**src/rtl/uart_autobaud_ctrl.sv**
```systemverilog
`timescale 1ns/1ps
`default_nettype none
// ============================================================================
// Module   : uart_autobaud_ctrl
// Brief    : Start-bit width autobaud; optional confirm via AUTOBAUD_CONFIRM_EN
// Revision : 1.0 - initial release
// ============================================================================
module uart_autobaud_ctrl #(
    parameter int         DIV0      = 434,
    parameter int         DIV1      = 868,
    parameter int         DIV2      = 1302,
    parameter int         DIV3      = 5208,
    parameter logic [7:0] SYNC_CHAR = 8'h55,
    parameter int         CONF_TO   = 131072
) (
    input  logic       clk,
    input  logic       rst_n,
    input  logic       rx_din,
    input  logic       rx_vld,
    input  logic [7:0] rx_dout,
    input  logic       relock,
    output logic [1:0] baud_sel,
    output logic       locked,
    output logic       lock_fail
);

    typedef enum logic [1:0] {
        IDLE    = 2'd0,
        MEAS    = 2'd1,
        CONFIRM = 2'd2,
        LOCKED  = 2'd3
    } state_t;

    localparam logic [12:0] C_W_MAX = 13'd8191;
    localparam logic [13:0] C_LO0 = 14'(DIV0 - (DIV0 >> 3));
    localparam logic [13:0] C_HI0 = 14'(DIV0 + (DIV0 >> 3));
    localparam logic [13:0] C_LO1 = 14'(DIV1 - (DIV1 >> 3));
    localparam logic [13:0] C_HI1 = 14'(DIV1 + (DIV1 >> 3));
    localparam logic [13:0] C_LO2 = 14'(DIV2 - (DIV2 >> 3));
    localparam logic [13:0] C_HI2 = 14'(DIV2 + (DIV2 >> 3));
    localparam logic [13:0] C_LO3 = 14'(DIV3 - (DIV3 >> 3));
    localparam logic [13:0] C_HI3 = 14'(DIV3 + (DIV3 >> 3));

    state_t      r_state;
    logic [12:0] r_w;
    logic        r_sync1, r_sync2, r_hist;
    logic        w_fall, w_rise;
    logic        w_match;
    logic [1:0]  w_k;
    logic [13:0] w_wx;

    always_ff @(posedge clk or negedge rst_n) begin
        if (!rst_n) begin
            r_sync1 <= 1'b1;
            r_sync2 <= 1'b1;
            r_hist  <= 1'b1;
        end else begin
            r_sync1 <= rx_din;
            r_sync2 <= r_sync1;
            r_hist  <= r_sync2;
        end
    end

    assign w_fall = r_hist & ~r_sync2;
    assign w_rise = ~r_hist & r_sync2;
    assign w_wx   = {1'b0, r_w};

    // Windows are disjoint for sane divisor sets, so first hit wins.
    always_comb begin
        w_match = 1'b1;
        w_k     = 2'd0;
        if (w_wx >= C_LO0 && w_wx <= C_HI0)      w_k = 2'd0;
        else if (w_wx >= C_LO1 && w_wx <= C_HI1) w_k = 2'd1;
        else if (w_wx >= C_LO2 && w_wx <= C_HI2) w_k = 2'd2;
        else if (w_wx >= C_LO3 && w_wx <= C_HI3) w_k = 2'd3;
        else                                     w_match = 1'b0;
    end

`ifdef AUTOBAUD_CONFIRM_EN
    localparam logic [16:0] C_CONF_LAST = 17'(CONF_TO - 1);
    logic [16:0] r_cnt;
    logic        r_guard_done;
    logic [16:0] w_div;
    logic [16:0] w_guard_last;

    always_comb begin
        case (baud_sel)
            2'd0:    w_div = 17'(DIV0);
            2'd1:    w_div = 17'(DIV1);
            2'd2:    w_div = 17'(DIV2);
            default: w_div = 17'(DIV3);
        endcase
        w_guard_last = (w_div << 3) + (w_div << 1) - 17'd1;
    end
`else
    logic w_unused_cfg;
    assign w_unused_cfg = ^{rx_vld, rx_dout, SYNC_CHAR, CONF_TO[0]};
`endif

    always_ff @(posedge clk or negedge rst_n) begin
        if (!rst_n) begin
            r_state      <= IDLE;
            r_w          <= '0;
            baud_sel     <= 2'd0;
            locked       <= 1'b0;
            lock_fail    <= 1'b0;
`ifdef AUTOBAUD_CONFIRM_EN
            r_cnt        <= '0;
            r_guard_done <= 1'b0;
`endif
        end else begin
            lock_fail <= 1'b0;
            if (relock) begin
                r_state      <= IDLE;
                r_w          <= '0;
                locked       <= 1'b0;
`ifdef AUTOBAUD_CONFIRM_EN
                r_cnt        <= '0;
                r_guard_done <= 1'b0;
`endif
            end else begin
                case (r_state)
                    IDLE: begin
                        if (w_fall) begin
                            r_state <= MEAS;
                            r_w     <= 13'd1;
                        end
                    end
                    MEAS: begin
                        if (w_rise) begin
                            r_w <= '0;
                            if (w_match) begin
                                baud_sel     <= w_k;
`ifdef AUTOBAUD_CONFIRM_EN
                                r_state      <= CONFIRM;
                                r_cnt        <= '0;
                                r_guard_done <= 1'b0;
`else
                                r_state      <= LOCKED;
                                locked       <= 1'b1;
`endif
                            end else begin
                                lock_fail <= 1'b1;
                                r_state   <= IDLE;
                            end
                        end else if (!r_sync2 && r_w != C_W_MAX) begin
                            r_w <= r_w + 13'd1;
                        end
                    end
`ifdef AUTOBAUD_CONFIRM_EN
                    // Guard spans the measured character, which the receiver
                    // decoded at the stale rate.
                    CONFIRM: begin
                        if (!r_guard_done) begin
                            if (r_cnt == w_guard_last) begin
                                r_cnt        <= '0;
                                r_guard_done <= 1'b1;
                            end else begin
                                r_cnt <= r_cnt + 17'd1;
                            end
                        end else if (rx_vld) begin
                            r_cnt        <= '0;
                            r_guard_done <= 1'b0;
                            if (rx_dout == SYNC_CHAR) begin
                                r_state <= LOCKED;
                                locked  <= 1'b1;
                            end else begin
                                lock_fail <= 1'b1;
                                r_state   <= IDLE;
                            end
                        end else if (r_cnt == C_CONF_LAST) begin
                            r_cnt        <= '0;
                            r_guard_done <= 1'b0;
                            lock_fail    <= 1'b1;
                            r_state      <= IDLE;
                        end else begin
                            r_cnt <= r_cnt + 17'd1;
                        end
                    end
`endif
                    LOCKED: begin
                        locked <= 1'b1;
                    end
                    default: begin
                        r_state <= IDLE;
                    end
                endcase
            end
        end
    end

endmodule
`default_nettype wire

```
**config.mk**
```make
export PLATFORM = sky130hd
export DESIGN_NAME = uart_autobaud_ctrl
export DESIGN_NICKNAME = d
export VERILOG_FILES = /design/src/rtl/uart_autobaud_ctrl.sv
export SDC_FILE = /design/constraint.sdc
export NUM_CORES = 1
export LEC_CHECK = 0
export BUFFER_PORTS_ARGS = -buffer_cell sky130_fd_sc_hd__buf_2
export CORE_MARGIN = 5
export CORE_UTILIZATION = 55
export CTS_CLUSTER_DIAMETER = 60
export CTS_CLUSTER_SIZE = 10
export DETAILED_ROUTE_END_ITERATION = 16
export MAX_ROUTING_LAYER = met4
export PLACE_DENSITY = 0.75
export SYNTH_ARGS = -nofsm -noshare
export SYNTH_HDL_FRONTEND = slang
export SYNTH_SLANG_ARGS = --single-unit
export TNS_END_PERCENT = 10
```
**constraint.sdc**
```tcl
create_clock -name clk -period 3.7 [get_ports clk]
set_input_delay 0.555 -clock clk [delete_from_list [all_inputs] [get_ports clk]]
set_output_delay 0.555 -clock clk [all_outputs]
set_load 0.005 [all_outputs]
```
==> results of run 1 <==
power by group:
| group | internal (mW) | total (mW) | switching, mW | leakage [nW] |
|---|---|---|---|---|
| clock | 0.110 | 0.188 | 0.0787 | 0.0279 |
| combinational | 0.00882 | 0.0271 | 0.0183 | 0.334 |
| sequential | 0.245 | 0.250 | 0.00529 | 0.296 |
| total | 0.364 | 0.466 | 0.102 | 0.658 |
layout by cell type (no fill, tap or decap), types with 4 or more instances in the layout:
cell type   n
dfrtp_1    19
nor2_1     14
nand2_1    11
a21oi_1     8
o31ai_1     8
o21ai_1     8
nand3_1     7
buf_2       7
nor3_1      6
and2_1      6
nand2b_1    5
o21ai_0     5
nor2b_1     4
layout make-up:
class	count	area, sq um
Clock buffer	3	22.5
Clock inverter	1	30.0
Fill cell	215	987
Inverter	4	15.0
Multi-Input combinational cell	121	773
Sequential cell	22	554
Tap cell	30	37.5
Timing Repair Buffer	7	35.0
logic make-up (layout without fill, tap and decap cells):
kind of cell | after synthesis | count (layout) | share of synthesized area (%)
buf+inv | 13 | 15 | 4.93
simple gates | 68 | 68 | 25.8
flops | 22 | 22 | 39.7
compound gates | 48 | 48 | 25.4
fa+ha+maj | 3 | 3 | 2.69
mux | 2 | 2 | 1.43
routing by layer:
layer | track usage (%) | vias up
met4 | 9.49 | 0
met5 | - | -
met3 | 3.40 | 6
met1 | 25.9 | 594
met2 | 28.2 | 35
li1 | - | 582
state kept, by name (all words and copies together) (netlist names):
signal     cells
r_state        2
lock_fail      1
baud_sel       2
r_w           13
r_sync1        1
r_hist         1
locked         1
r_sync2        1
worst max-delay path: stages, from the launching register on:
cell and delay (ns):
dfrtp_1 0.52, ha_1 0.31, nand3_1 0.21, nor3_1 0.32
o2bb2ai_1 0.54, nand2b_1 0.47, o31ai_1 0.14
final timing paths:
path | slack [ns] | endpoint | cells after the start | from
worst min register to register | 0.37 | r_sync2$_DFF_PN1_ | 0 | r_sync1$_DFF_PN1_
min in group clk | 0.32 | r_sync1$_DFF_PN1_ | 1 | rx_din
worst min-delay path | 0.18 | r_w[2]$_DFFE_PN0P_ | 1 | rst_n
worst max-delay path | 1.07 | r_w[8]$_DFFE_PN0P_ | 6 | r_w[0]$_DFFE_PN0P_
worst max register to register | 1.07 | r_w[8]$_DFFE_PN0P_ | 6 | r_w[0]$_DFFE_PN0P_
max in group asynchronous | 3.17 | r_sync1$_DFF_PN1_ | 1 | rst_n
==> results.md, run 1 <==
* Fin util at 59.8%
* Number of core rows at 18
* Max Fclk at 380 MHz
* Most frequent cell after synthesis: dfrtp_1
* Status: finished, final reports clean
* Avg Vias per Cell at 6.47
* Period utilisation layout at 71.1%
* Clock sinks at 22
* Largest net degree at the start of global routing at 23
* Max Used Layer: met4
* Gp weighted congestion at 0.829
* Final WL at 2970 um
* Skew final at 0.00192 ns
* Worst Path Required at 3.90 ns
* Fin area at 0.00147 sq mm
* Initial core utilization at 56.9%
* Met1 Wirelength at 1360 um
* Post-cts sizing count at 0
* Synth Instances at 156
* Critical path type: register to register
* Asr flop ratio synth at 100%
* Root Buffer: clkbuf_4
* Tot GR Track Use at 19.3%
* Main synth FF type: dfrtp_1
* Vias in the first global route at 1124
* Slew Limit Fails at 0
* Synth warnings at 0
* WL met2 at 1430 um
* Ranking of synthesized cells by area: dfrtp_1 34%, dfstp_2 5.6%, o31ai_1 4.3%
* Layout cell share with drive strength beyond 1 at 12.0%
* Syn_area_per_cell at 8.95 sq um
* Dpl ws at 1.06 ns
* EDFF count, synth at 0
* Critical Path AT at 2.83 ns
* Global-route wire length before repair at 5090 um
* Max Fanout on Critical Path at 16
* Yosys top cell by area: dfrtp_1
* Cells after DPL at 184
* Worst setup SP type: register
* Grt total ovfl at 0
* Nets at 175
* Final setup margin at 1.07 ns
* Final hold violation count at 0
* Die width at 60.4 um
* Clock Path Buffers at 2
* Syn nets at 172
* Maximum VDD drop at 245 uV
* I/O Pins at 17
* IO Port Bufs at 7
* Seq cells post-synth at 22
* H-Tree Depth at 1
* Fin Setup TNS at 0 ns
* Fin crit period at 2.63 ns
* Initial antenna violation count at 0
* DP Area at 0.00142 sq mm
* Synth cell types at 46
* # hold bufs at CTS at 0
* Mapped Area at 0.00140 sq mm
* CTS tree: built
* Max-cap violations at 0
* DIE HEIGHT at 60.4 um
* Reg clk slew, reported paths at 0.13 ns
* Pre-antenna DRT Iters at 4
* Worst Max-Slew Pin Slew at 1.12 ns
* Final setup viols at 0
* LEAKAGE at 0.658 nW
* Detailed-route via count at 1217
* Antenna Nets Post-Route at 0
* CP endpoint kind: register
* Pwr Density at 317 mW/mm^2
* Residual DRC count at 0
* Postcts setup bufs at 0
* Hold Path Class: input port to asynchronous set/reset pin
* Share of the synthesized area in the top cell type at 34.1%
* Most frequent cells after synthesis: 19 x dfrtp_1, 14 x nor2_1, 11 x nand2_1
* Worst skew pair latency at 0.32 ns
* Layout overhead on the synthesized area at 5.11%
* Min Hold Slack at 0.175 ns
* Final Non-Filler Cells at 188
* Wire per inst at 15.8 um
* Rel. slew slack at 25.6%
* Post-synthesis sequential area ratio at 39.7%
* Total die area at 0.00365 sq mm
* Core box area at 0.00245 sq mm
* Met3 WL at 127 um
* RSZ-0062 raised after global routing: false
* CTS buffer count at 3
* Ant. Diodes at 0
* Drt first-iter violations at 79
* Total Power at 0.466 mW
* Post-DP HPWL at 2100 um
(Power assumes the default switching activity.)
==> inputs of run 2 (changes only) <==
ABC_AREA = 1   (was unset)
CORE_UTILIZATION = 53   (was 55)
clock period = 2.3 ns   (was 3.7 ns; I/O delays follow)
==> results.md, run 2 <==
* Status: finished, final reports clean (unchanged)
* Slowest cell on crit path: dfrtp_1 (was o2bb2ai_1)
* Biggest register: r_w (unchanged)
* Grt total ovfl at 0 (unchanged)
* Regs by FF count: r_w (13), baud_sel (2), r_state (2) (unchanged)
* LEAKAGE at 0.920 nW (was 0.658 nW)
* Synth Area in Compound Gates at 10.3% (was 25.4%)
* Dpl ws at 0.388 ns (was 1.06 ns)
* Post-synthesis sequential area ratio at 32.2% (was 39.7%)
* GR peak layer: met2 (unchanged)
* Root Buffer: clkbuf_4 (unchanged)
* Maximum VDD drop at 586 uV (was 245 uV)
* Yosys top cell by area: dfrtp_1 (unchanged)
* Skew final at 0.0160 ns (was 0.00192 ns)
* Clock sinks at 22 (unchanged)
* Initial core utilization at 55.9% (was 56.9%)
* I/O Pins at 17 (unchanged)
* Antenna Nets Post-Route at 0 (unchanged)
* CTS tree: built (unchanged)
* Post-cts sizing count at 0 (unchanged)
* Critical Path AT at 2.20 ns (was 2.83 ns)
* Fin Setup TNS at 0 ns (unchanged)
* R2r endpoint: r_w[5]$_DFFE_PN0P_ (was r_w[8]$_DFFE_PN0P_)
* Multiplexer share of the synthesized area at 0% (was 1.43%)
* Synth Instances at 252 (was 156)
* Largest family of logic cells by synthesized area: simple AND/OR/NAND/NOR gates (unchanged)
* Detailed-route via count at 1622 (was 1217)
* Most frequent cells after synthesis: 73 x nand2_1, 28 x inv_1, 26 x nor2_1 (was 19 x dfrtp_1, 14 x nor2_1, 11 x nand2_1)
* EDFF count, synth at 0 (unchanged)
* Hold wc startpoint: rx_din
* Layout overhead on the synthesized area at 6.90% (was 5.11%)
* Adder-Cell Fraction of Synth Area at 2.18% (was 2.69%)
* Core box area at 0.00308 sq mm (was 0.00245 sq mm)
* Hold endpoint: r_sync1$_DFF_PN1_
* Postcts setup bufs at 0 (unchanged)
* Gp weighted congestion at 1.01 (was 0.829)
* Simple-gate area share of the yosys netlist at 41.6% (was 25.8%)
* Fin util at 59.8% (about the same)
* Wire per inst at 13.2 um (was 15.8 um)
* M3 GR Usage at 2.02% (was 3.40%)
* Worst Hold Depth at 1
* Top cell by count, worst path: nand2_1
* Cells after DPL at 301 (was 184)
* Hold Path Class: input port to register (was input port to asynchronous set/reset pin)
* Synth warnings at 0 (unchanged)
* Max-cap violations at 0 (unchanged)
* Share of the synthesized area in the top cell type at 27.6% (was 34.1%)
* Number of core rows at 20 (was 18)
* Syn_area_per_cell at 6.83 sq um (was 8.95 sq um)
* Reg clk slew, reported paths at 0.14 ns (was 0.13 ns)
* RSZ-0062 raised after global routing: false (unchanged)
* Max Fanout on Critical Path at 16 (unchanged)
* Crit-path cells: ha_1, inv_2, nor2_4, nand2_2, nor2_2, nand2_1, nand2_1, nand2_1, o211ai_4, inv_8, nand2_1, nand2_1, inv_1, nor2_1 (was ha_1, nand3_1, nor3_1, o2bb2ai_1, nand2b_1, o31ai_1)
* Flip-flop count of the largest register after layout at 13 (unchanged)
* Critical path buffers and inverters at 3 (was 0)
* Syn nets at 268 (was 172)
* Final setup margin at 0.319 ns (was 1.07 ns)
* Global-route wire length before repair at 7000 um (was 5090 um)
* Most frequent cell after synthesis: nand2_1 (was dfrtp_1)
* CP max stage delay at 0.52 ns (was 0.54 ns)
* Fin crit period at 1.98 ns (was 2.63 ns)
* Pre-antenna DRT Iters at 4 (unchanged)
* Residual DRC count at 0 (unchanged)
* Final setup viols at 0 (unchanged)
* Nets at 279 (was 175)
* Pwr Density at 548 mW/mm^2 (was 317 mW/mm^2)
* GR Layer Usage met1 at 27.7% (was 25.9%)
* Post-DP HPWL at 3200 um (was 2100 um)
* Initial antenna violation count at 0 (unchanged)
* Max Fclk at 505 MHz (was 380 MHz)
* Drt first-iter violations at 178 (was 79)
* Mapped Area at 0.00172 sq mm (was 0.00140 sq mm)
* Ranking of synthesized cells by area: dfrtp_1 28%, nand2_1 16%, nand3_1 6.7% (was dfrtp_1 34%, dfstp_2 5.6%, o31ai_1 4.3%)
* Family with the most delay on the worst path: simple AND/OR/NAND/NOR gates (unchanged)
* Slew Limit Fails at 0 (unchanged)
* DIE HEIGHT at 67.0 um (was 60.4 um)
* Met2 Resource Use GR at 33.9% (was 28.2%)
* Synth Area in XOR/XNOR at 1.53% (was 0%)
* # hold bufs at CTS at 1 (was 0)
* Final WL at 4050 um (was 2970 um)
* CTS buffer count at 3 (unchanged)
* Worst Path Required at 2.52 ns (was 3.90 ns)
* Tot GR Track Use at 21.3% (was 19.3%)
* Worst skew pair latency at 0.32 ns (about the same)
* Asr flop ratio synth at 100% (unchanged)
* Main synth FF type: dfrtp_1 (unchanged)
* Seq cells post-synth at 22 (unchanged)
* H-Tree Depth at 1 (unchanged)
* CP endpoint kind: register (unchanged)
* Critical path type: register to register (unchanged)
* Commonest non-fill, non-tap cell in the layout: nand2_1 (was dfrtp_1)
* Layout cell share with drive strength beyond 1 at 17.2% (was 12.0%)
* Worst Max-Slew Pin Slew at 0.503 ns (was 1.12 ns)
* IO Port Bufs at 7 (unchanged)
* FF-to-FF path depth at 14 (was 6)
* Avg Vias per Cell at 5.30 (was 6.47)
* Period utilisation layout at 86.1% (was 71.1%)
* Ant. Diodes at 0 (unchanged)
* Synth cell types at 33 (was 46)
* Final hold violation count at 0 (unchanged)
* Total die area at 0.00449 sq mm (was 0.00365 sq mm)
* Final Non-Filler Cells at 306 (was 188)
* Worst setup SP type: register (unchanged)
* Most frequent cells in the layout: 73 x nand2_1, 28 x inv_1, 26 x nor2_1, 23 x nand3_1, 19 x dfrtp_1 (was 19 x dfrtp_1, 14 x nor2_1, 11 x nand2_1)
* Die width at 67.0 um (was 60.4 um)
* Clock Path Buffers at 2 (unchanged)
* RR Startpoint: r_w[0]$_DFFE_PN0P_ (unchanged)
* Largest net degree at the start of global routing at 23 (unchanged)
* Rel. slew slack at 66.5% (was 25.6%)
* R2R setup slack at 0.32 ns (was 1.07 ns)
* Vias in the first global route at 1536 (was 1124)
## run 2: changes by cell type in the layout (fill, tap and decap cells not counted), sizes merged, moves of 6 or more
| cell | change |
|---|---|
| and2 | -8 |
| inv | +30 |
| nand2 | +69 |
| nand3 | +17 |
| nor2 | +17 |
| nor3 | +9 |
| o31ai | -6 |
## run 2: through the flow
step | hold slack (ns) | instance area (sq um) | power (mW)
floorplan | 0.0494 | 1720 | 0.653
global placement | 0.339 | 1780 | 0.700
detailed placement | 0.340 | 1780 | 0.706
CTS | 0.0927 | 1840 | 1.01
global route | 0.0822 | 1840 | 1.07
finish | 0.0979 | 1840 | 1.01
## run 2: metal layers
layer	vias up	part of all wire (%)
met1	720	46
met3	10	5.8
met4	0	2.5
li1	833	-
met5	-	0
met2	59	46
## run 2: cells by family (layout without fill, tap and decap cells)
family	count (synthesis)	count (layout)
AOI/OAI and AO/OA	26	26
adders and majority gates	3	3
buffers and inverters	42	52
xor gates and xnor gates	3	3
and+or+nand+nor	156	156
DFF	22	22
## run 2: worst reg2reg max path: stages (launching register included)
cell and delay [ns]:
dfrtp_1 0.52, ha_1 0.24, inv_2 0.07, nor2_4 0.14, nand2_2 0.07, nor2_2 0.10, nand2_1 0.06, nand2_1 0.05
nand2_1 0.07, o211ai_4 0.19, inv_8 0.13, nand2_1 0.11, nand2_1 0.05, inv_1 0.05, nor2_1 0.04
## run 2: where the power goes
part / switching (mW) / internal [mW]
Clock: 0.128 / 0.176
Sequential: 0.0311 / 0.411
Combinational: 0.186 / 0.0759
## run 2: worst max path at each step
stage,start,depth (start not counted),slack [ns],to
5_1_grt,r_w[0]$_DFFE_PN0P_,14,0.14,r_w[5]$_DFFE_PN0P_
3_5_place_dp,r_w[0]$_DFFE_PN0P_,14,0.39,r_w[5]$_DFFE_PN0P_
6_report,r_w[0]$_DFFE_PN0P_,14,0.32,r_w[5]$_DFFE_PN0P_
3_3_place_gp,r_w[7]$_DFFE_PN0P_,11,0.42,locked$_DFFE_PN0P_
2_1_floorplan,r_w[0]$_DFFE_PN0P_,13,0.49,r_w[1]$_DFFE_PN0P_
4_1_cts,r_w[0]$_DFFE_PN0P_,14,0.35,r_w[5]$_DFFE_PN0P_
## run 2: layout make-up
type / instances / area [sq um]
Clock inverter: 1 / 30.0
Timing Repair Buffer: 13 / 82.6
Multi-Input combinational cell: 188 / 957
Inverter: 35 / 139
Sequential cell: 22 / 554
Tap cell: 44 / 55.1
Clock buffer: 3 / 22.5
Fill cell: 286 / 1240
